===== config.mk =====
export PLATFORM = sky130hd
export DESIGN_NAME = fetch_instr_queue_flat
export DESIGN_NICKNAME = d
export VERILOG_FILES = /design/src/rtl/fetch_instr_queue_pkg.sv /design/src/rtl/fetch_instr_queue_if.sv /design/src/rtl/fetch_instr_queue.sv /design/src/flat_wrapper.sv
export SDC_FILE = /design/constraint.sdc
export NUM_CORES = 1
export LEC_CHECK = 0
export ABC_AREA = 1
export CAP_MARGIN = 5
export CORE_MARGIN = 2
export CORE_UTILIZATION = 25
export CTS_CLUSTER_SIZE = 8
export DETAILED_ROUTE_END_ITERATION = 12
export GPL_TIMING_DRIVEN = 0
export HOLD_SLACK_MARGIN = 0.05
export PLACE_DENSITY = 0.51
export SYNTH_ARGS = -nofsm -noshare
export SYNTH_HDL_FRONTEND = slang
export SYNTH_SLANG_ARGS = --single-unit

===== constraint.sdc =====
create_clock -name CLK -period 4.15 [get_ports CLK]
set_input_delay 0.415 -clock CLK [delete_from_list [all_inputs] [get_ports CLK]]
set_output_delay 0.415 -clock CLK [all_outputs]
set_load 0.01 [all_outputs]

===== src/rtl/fetch_instr_queue_pkg.sv =====
// Shared types for the fetch-to-dispatch instruction queue.
// One queue entry carries an instruction with its PC and predicted next PC.
package fetch_instr_queue_pkg;

  typedef logic [31:0] word_t;
  typedef logic [13:0] pc_t;

  typedef struct packed {
    word_t instr;
    pc_t   PC;
    pc_t   nPC;
  } iq_entry_t;

  localparam int unsigned IqDefaultDepth = 4;

  function automatic bit is_pow2(input int unsigned value);
    return (value != 0) && ((value & (value - 1)) == 0);
  endfunction

endpackage


===== src/rtl/fetch_instr_queue_if.sv =====
// Fetch-side and dispatch-side signals of the instruction queue.
// The slave modport is the queue itself; the master modport is its environment.
interface fetch_instr_queue_if
  import fetch_instr_queue_pkg::*;
#(
  parameter int unsigned IQ_DEPTH     = IqDefaultDepth,
  parameter int unsigned LOG_IQ_DEPTH = $clog2(IQ_DEPTH)
);

  word_t                 fetch_instr;
  logic                  fetch_ivalid;
  pc_t                   fetch_PC;
  pc_t                   fetch_nPC;
  logic                  iq_stall_fetch;
  logic                  pipeline_flush;
  logic                  dispatch_ready;
  logic                  dispatch_valid;
  word_t                 dispatch_instr;
  pc_t                   dispatch_PC;
  pc_t                   dispatch_nPC;
  logic [LOG_IQ_DEPTH:0] iq_count;

  modport master (
    output fetch_instr,
    output fetch_ivalid,
    output fetch_PC,
    output fetch_nPC,
    output pipeline_flush,
    output dispatch_ready,
    input  iq_stall_fetch,
    input  dispatch_valid,
    input  dispatch_instr,
    input  dispatch_PC,
    input  dispatch_nPC,
    input  iq_count
  );

  modport slave (
    input  fetch_instr,
    input  fetch_ivalid,
    input  fetch_PC,
    input  fetch_nPC,
    input  pipeline_flush,
    input  dispatch_ready,
    output iq_stall_fetch,
    output dispatch_valid,
    output dispatch_instr,
    output dispatch_PC,
    output dispatch_nPC,
    output iq_count
  );

endinterface


===== src/rtl/fetch_instr_queue.sv =====
// Decoupling FIFO between fetch and dispatch; stalls fetch when full and
// empties on pipeline flush so wrong-path instructions never reach dispatch.
module fetch_instr_queue
  import fetch_instr_queue_pkg::*;
#(
  parameter int unsigned IQ_DEPTH     = IqDefaultDepth,
  parameter int unsigned LOG_IQ_DEPTH = $clog2(IQ_DEPTH)
) (
  input logic                CLK,
  input logic                nRST,
  fetch_instr_queue_if.slave iq
);

  typedef logic [LOG_IQ_DEPTH-1:0] ptr_t;
  typedef logic [LOG_IQ_DEPTH:0]   cnt_t;

  localparam ptr_t PtrOne  = ptr_t'(1);
  localparam cnt_t CntOne  = cnt_t'(1);
  localparam cnt_t CntFull = cnt_t'(IQ_DEPTH);

  if (!is_pow2(IQ_DEPTH) || (IQ_DEPTH < 2)) begin : g_bad_depth
    $error("fetch_instr_queue: IQ_DEPTH must be a power of 2 and at least 2");
  end

  iq_entry_t entries_q [IQ_DEPTH];
  iq_entry_t entries_d [IQ_DEPTH];
  ptr_t      head_q, head_d;
  ptr_t      tail_q, tail_d;
  cnt_t      count_q, count_d;

  logic      full, empty, enq, deq;
  iq_entry_t head_entry;

  always_comb begin
    // Status comes from registered count only, so stall has no input path.
    full  = (count_q == CntFull);
    empty = (count_q == '0);
    enq   = iq.fetch_ivalid & ~full & ~iq.pipeline_flush;
    deq   = ~empty & iq.dispatch_ready & ~iq.pipeline_flush;

    entries_d = entries_q;
    head_d    = head_q;
    tail_d    = tail_q;
    count_d   = count_q;

    if (iq.pipeline_flush) begin
      head_d  = '0;
      tail_d  = '0;
      count_d = '0;
    end else begin
      if (enq) begin
        entries_d[tail_q] = '{instr: iq.fetch_instr, PC: iq.fetch_PC, nPC: iq.fetch_nPC};
        tail_d            = tail_q + PtrOne;
      end
      if (deq) begin
        head_d = head_q + PtrOne;
      end
      case ({enq, deq})
        2'b10:   count_d = count_q + CntOne;
        2'b01:   count_d = count_q - CntOne;
        default: count_d = count_q;
      endcase
    end

    head_entry = empty ? '0 : entries_q[head_q];

    iq.iq_stall_fetch = full;
    iq.dispatch_valid = ~empty;
    iq.dispatch_instr = head_entry.instr;
    iq.dispatch_PC    = head_entry.PC;
    iq.dispatch_nPC   = head_entry.nPC;
    iq.iq_count       = count_q;
  end

  always_ff @(posedge CLK or negedge nRST) begin
    if (!nRST) begin
      for (int i = 0; i < IQ_DEPTH; i++) begin
        entries_q[i] <= '0;
      end
      head_q  <= '0;
      tail_q  <= '0;
      count_q <= '0;
    end else begin
      entries_q <= entries_d;
      head_q    <= head_d;
      tail_q    <= tail_d;
      count_q   <= count_d;
    end
  end

endmodule


===== src/flat_wrapper.sv =====
// flat-port wrapper written by rule: the top's interface ports become plain ports
module fetch_instr_queue_flat import fetch_instr_queue_pkg::*;
#(
  parameter int unsigned IQ_DEPTH     = IqDefaultDepth,
  parameter int unsigned LOG_IQ_DEPTH = $clog2(IQ_DEPTH)
)
  (CLK, nRST, iq_fetch_instr, iq_fetch_ivalid, iq_fetch_PC, iq_fetch_nPC, iq_pipeline_flush, iq_dispatch_ready, iq_iq_stall_fetch, iq_dispatch_valid, iq_dispatch_instr, iq_dispatch_PC, iq_dispatch_nPC, iq_iq_count);
  fetch_instr_queue_if #(.IQ_DEPTH(IQ_DEPTH), .LOG_IQ_DEPTH(LOG_IQ_DEPTH)) iq_i ();
  input logic CLK;
  input logic nRST;
  input wire logic [$bits(iq_i.fetch_instr)-1:0] iq_fetch_instr;
  input wire logic [$bits(iq_i.fetch_ivalid)-1:0] iq_fetch_ivalid;
  input wire logic [$bits(iq_i.fetch_PC)-1:0] iq_fetch_PC;
  input wire logic [$bits(iq_i.fetch_nPC)-1:0] iq_fetch_nPC;
  input wire logic [$bits(iq_i.pipeline_flush)-1:0] iq_pipeline_flush;
  input wire logic [$bits(iq_i.dispatch_ready)-1:0] iq_dispatch_ready;
  output wire logic [$bits(iq_i.iq_stall_fetch)-1:0] iq_iq_stall_fetch;
  output wire logic [$bits(iq_i.dispatch_valid)-1:0] iq_dispatch_valid;
  output wire logic [$bits(iq_i.dispatch_instr)-1:0] iq_dispatch_instr;
  output wire logic [$bits(iq_i.dispatch_PC)-1:0] iq_dispatch_PC;
  output wire logic [$bits(iq_i.dispatch_nPC)-1:0] iq_dispatch_nPC;
  output wire logic [$bits(iq_i.iq_count)-1:0] iq_iq_count;
  assign iq_i.fetch_instr = iq_fetch_instr;
  assign iq_i.fetch_ivalid = iq_fetch_ivalid;
  assign iq_i.fetch_PC = iq_fetch_PC;
  assign iq_i.fetch_nPC = iq_fetch_nPC;
  assign iq_i.pipeline_flush = iq_pipeline_flush;
  assign iq_i.dispatch_ready = iq_dispatch_ready;
  assign iq_iq_stall_fetch = iq_i.iq_stall_fetch;
  assign iq_dispatch_valid = iq_i.dispatch_valid;
  assign iq_dispatch_instr = iq_i.dispatch_instr;
  assign iq_dispatch_PC = iq_i.dispatch_PC;
  assign iq_dispatch_nPC = iq_i.dispatch_nPC;
  assign iq_iq_count = iq_i.iq_count;
  fetch_instr_queue #(.IQ_DEPTH(IQ_DEPTH), .LOG_IQ_DEPTH(LOG_IQ_DEPTH)) u_core (.CLK(CLK), .nRST(nRST), .iq(iq_i));
endmodule

* Yosys cells after proc, flatten, opt, wreduce, memory -nomap -nowiden
Cells that the tools add are included.
** Cells by class
- $add $sub $neg :: 4
- Order comparisons :: 3
- Equality and inequality tests :: 3
- Muxes and demuxes :: 13
- Bitwise logic cells :: 9
- Reductions and logical operators :: 6
** Operators by type and width (number)
- $bwmux 240 :: 1
- $mux 60 :: 4
- $bmux 60 s2 :: 1
- $demux 60 s2 :: 1
- $mux 2 :: 4
- $ge 3x3->1 const B :: 2
- $not 2->3 :: 2
- $pmux 3 s2 :: 1
- $add 2x1->2 const B :: 2
- $and 1x1->1 :: 4
- $reduce_bool 2->1 :: 2
- $add 3x1->3 const B :: 1
- $eq 3x3->1 const B :: 1
- $logic_not 3->1 :: 1
- $lt 3x1->1 const B :: 1
- $mux 3 :: 1
- $not 1->1 :: 3
- $reduce_bool 3->1 :: 1
- $sub 3x1->3 const B :: 1
- $eq 2x1->1 const B :: 1
- $eq 2x2->1 const B :: 1
- $reduce_and 2->1 :: 1
- $logic_and 1x1->1 :: 1
** Word-level totals
- Register bits :: 247
- Input bits :: 65
- Output and inout bits :: 65
- Word-level logic and storage cells :: 53

* Logic depth before layout (Yosys ltp)
- Word-level depth :: 7
- Mapped depth :: 13
- Gate-level depth less buffers :: 13

* Worst setup path after synthesis
Ideal clock, no wire load.
- Path kind :: flip-flop to flip-flop
- From :: reg u_core.count_q[0] (netlist: u_core.iq.iq_count[0])
- To :: reg u_core.count_q[2] (netlist: u_core.iq.iq_count[2])
- Setup time :: 0.116 ns
- Arrival :: 1.855 ns
- Data required time :: 4.034 ns
- Setup slack :: 2.178 ns
- Cell stages (with the launch flop) :: 14
- Path buffers :: 0
- Period minus slack after synthesis :: 1.972 ns
- Cells stage by stage :: dfrtp_1 -> nor2_2 -> nand2_1 -> nand2_1 -> nor2_1 -> nand2_1 -> inv_1 -> fa_1 -> xnor2_1 -> inv_1 -> nand2_1 -> nand2_1 -> nand2_1 -> nand2_1
** On the way
- Cells in the longest elaborated chain, start to end :: 7
- Elaborated cells between the ends (all ways) :: 15
- Classes of those cells :: add/sub (2); eq/ne (3); mux (2); bitwise (6); reduce/logical (2)
** RTL lines
- start, declared :: RTL line fetch_instr_queue.sv:29 : cnt_t count_q, count_d;
- start signal, assigned :: RTL line fetch_instr_queue.sv:87 : count_q <= count_d;
- $logic_not 3->1 * :: RTL line fetch_instr_queue.sv:37 : empty = (count_q == '0);
- $not 1->1 *
- net iq_dispatch_valid :: RTL line flat_wrapper.sv:18 : output wire logic [$bits(iq_i.dispatch_valid)-1:0] iq_dispatch_valid;
- $and 1x1->1 * (2 in a row) :: RTL line fetch_instr_queue.sv:39 : deq = ~empty & iq.dispatch_ready & ~iq.pipeline_flush;
- $eq 2x1->1 or $eq 2x2->1 (tied branches) :: RTL line fetch_instr_queue.sv:58 : case ({enq, deq})
- $pmux 3 s2 :: RTL line fetch_instr_queue.sv:58
- $mux 3 :: RTL line fetch_instr_queue.sv:46 : if (iq.pipeline_flush) begin
Mark *: on every way through the listed nets, which the timed path passes. The rest lies on a longest branch.
A chain may end at the register's enable or synchronous reset.

* Final worst setup path
- From :: reg u_core.head_q[0]
- To :: out iq_dispatch_instr[31]
** On the way
- Cells in the longest elaborated chain, start to end :: 5
** RTL lines
- start, declared :: RTL line fetch_instr_queue.sv:27 : ptr_t head_q, head_d;
- start signal, assigned :: RTL line fetch_instr_queue.sv:80 : head_q <= '0;
- start signal, assigned :: RTL line fetch_instr_queue.sv:85 : head_q <= head_d;
- $not 2->3 (not written as such) :: RTL line fetch_instr_queue.sv:65 : head_entry = empty ? '0 : entries_q[head_q];
- $bmux 60 s2 :: RTL line fetch_instr_queue.sv:65
- $mux 60 (not written as such) (2 in a row) :: RTL line fetch_instr_queue.sv:65
- $mux 60 :: RTL line fetch_instr_queue.sv:65
- end, declared :: RTL line flat_wrapper.sv:19 : output wire logic [$bits(iq_i.dispatch_instr)-1:0] iq_dispatch_instr;
No other way between the ends. The select of a mux whose other input is x is not followed.

==> out/metrics.yaml <==
status:
  status: "complete, no violations"
clocking:
  postCtsHoldBufs: 1
  cts_tree: "yes"
  cts_num_sinks: 247
  clock_latency_ps: 500
  h-tree-depth: 2
  cts-root-buf: "clkbuf_16"
  cts.path.max_buffers: 3
  post_cts_resized: 0
  clk_pin_slew_worst_paths_ps: 50
  cts_buffers: 36
  cts_setup_buffers: 0
global_route:
  globalRouteTotalUtil_pct: 15.6
  grt_pass1_vias: 9897
  grt_overflow: 0
  grt_max_degree: 104
  antenna_found_initial: 0
  grt_pass1_wl_um: 58200
synth:
  synth_edf_count: 0
  ys_warn_count: 0
  synth-async-reset-ratio_pct: 100
  avgSynthCellArea_sq_um: 8.57
  synth_fp_nets: 1432
  synth_area_sq_um: 11700
  ys.flop_type: "dfrtp_1"
  synth-seq-area-share_pct: 52.9
  ys_ff_latch: 247
  synthDistinctLibCells: 24
  netlist_instances: 1362
timing:
  slew_headroom_pct: 52.3
  period_share_pct: 83.6
  max_freq_ghz: 0.288
  drv_slew: 0
  whs_ps: 432
  finalSetupTns_ps: 0
  setup_violations: 0
  hold_viol: 0
  tightest_slew_ps: 716
  skew_ps: 6.06
  period_needed_ps: 3470
  worst_slack_ps: 682
  grt_setup_unrepaired: "no"
drt:
  wl_um: 37200
  vias: 9974
  dr.pass1.iters: 7
  vias_per_cell: 4.66
  drtIter0Drc: 731
  wire_per_inst_um: 17.4
  drtAntennaViolNets: 0
  route.detailed.drc: 0
worst_setup_path:
  worstSetupEndpointType: "primary output"
  required_ps: 3730
  startpoint: "u_core.head_q[0]$_DFFE_PN0P_"
  path_class: "reg2out"
  cp_data_arrival_time_ps: 3050
  r2r-start: "u_core.iq.iq_count[0]$_DFFE_PN0P_"
  crit_path_start_kind: "register"
  worstPathMaxFanout: 10
floorplanning:
  io_pins: 130
  start_util_pct: 25.2
  rows: 79
  die_area_sq_um: 48400
  die_h_um: 220
  core_area_sq_um: 46400
  fp.dieW_um: 220
placed_design:
  dp_worst_setup_slack_ps: 1240
  place_congestion: 0.775
  port_buffers: 129
  placed_cells: 2100
  place_area_sq_um: 13800
  dp_hpwl_um: 25400
layout:
  stdcell_count: 2141
  final_layout_size_suffix_gt1_share_pct: 11.9
  diodes: 0
  seq_area_sq_um: 6180
  syn_to_final_growth_pct: 26.3
  mostFrequentLayoutCells: "nand2_1, dfrtp_1, nor2_1, o21ai_0, clkdlybuf4s50_1"
  multi_input_area_sq_um: 4460
  fin_area_sq_um: 14700
  final_util_pct: 31.8
  layout_commonest_cell: "nand2_1"
  nFillCells: 4908
  final_nets: 1602
pwr:
  p_per_area_nw_per_um2: 714
  peakVddDrop_mv: 0.278
  total_leakage_power_nw: 6.71
  power.total_mw: 10.5
min_path:
  min_path_type: "in2async"
run:
  maxCapViolCount: 0
==> layer usage <==
layer / wire, um / track usage (%) / vias up
met5: 0 / 0 / -
met1: 17200 / 21.8 / 4902
li1: - / - / 4762
met3: 1770 / 2.04 / 33
met4: 451 / 2.84 / 0
met2: 17700 / 26.0 / 277
==> area by class of cell <==
cell class                      instances  area share (%)
Buffer                                 98            5.14
Clock buffer                           38            6.31
Clock inverter                          2           0.119
Inverter                               72            1.87
Multi-Input combinational cell        945            30.2
Sequential cell                       247            41.9
Tap cell                              607            5.15
Timing Repair Buffer                  132            9.23
==> critical path: stages, from the launching register on <==
cell	delay [ps]
dfrtp_1	350
buf_2	160
inv_2	90
buf_4	230
clkbuf_1	530
o21ai_0	180
a21oi_1	380
clkdlybuf4s50_1	620
==> flip-flops by register name (all words and copies together) (netlist names) <==
signal	flops
u_core.iq.iq_count	3
u_core.entries_q	240
u_core.head_q	2
u_core.tail_q	2
==> cell usage after synthesis (4+ instances only) <==
cell | count | area share, %
nand2_1 | 262 | 8.4
dfrtp_1 | 247 | 53
nor2_1 | 241 | 7.7
o21ai_0 | 200 | 8.6
o21ai_1 | 94 | 4.0
o21ai_2 | 70 | 5.3
inv_1 | 68 | 2.2
a21oi_1 | 63 | 2.7
buf_6 | 40 | 3.9
clkbuf_1 | 38 | 1.2
buf_2 | 14 | 0.60
nand2_4 | 5 | 0.48
buf_12 | 4 | 0.69
ha_1 | 4 | 0.43
==> power breakdown <==
part	internal [mW]	leakage [nW]	switching (mW)	total (mW)
Combinational	1.73	3.07	2.26	3.99
Clock	1.57	0.466	1.02	2.59
Sequential	3.42	3.17	0.517	3.93
Total	6.72	6.71	3.80	10.5
==> final timing paths <==
check,to,slack [ps],depth (start not counted)
min in group CLK,u_core.entries_q[165]$_DFFE_PN0P_,470,2
max,iq_dispatch_instr[31],680,7
max reg2reg,u_core.iq.iq_count[2]$_DFFE_PN0P_,2060,13
max in group asynchronous,u_core.entries_q[216]$_DFFE_PN0P_,2780,3
min,u_core.entries_q[126]$_DFFE_PN0P_,430,2
min reg2reg,u_core.entries_q[165]$_DFFE_PN0P_,470,2
==> logic make-up (layout without fill, tap and decap cells) <==
kind of cell | Yosys count | in the layout | share of synthesized area (%)
and+or+nand+nor | 511 | 511 | 16.9
AOI/OAI and AO/OA | 428 | 428 | 20.6
DFF | 247 | 247 | 52.9
buffers and inverters | 170 | 342 | 8.85
adders and majority gates | 5 | 5 | 0.600
xor gates and xnor gates | 1 | 1 | 0.0750
No activity file was read; power rests on OpenSTA's default activity.
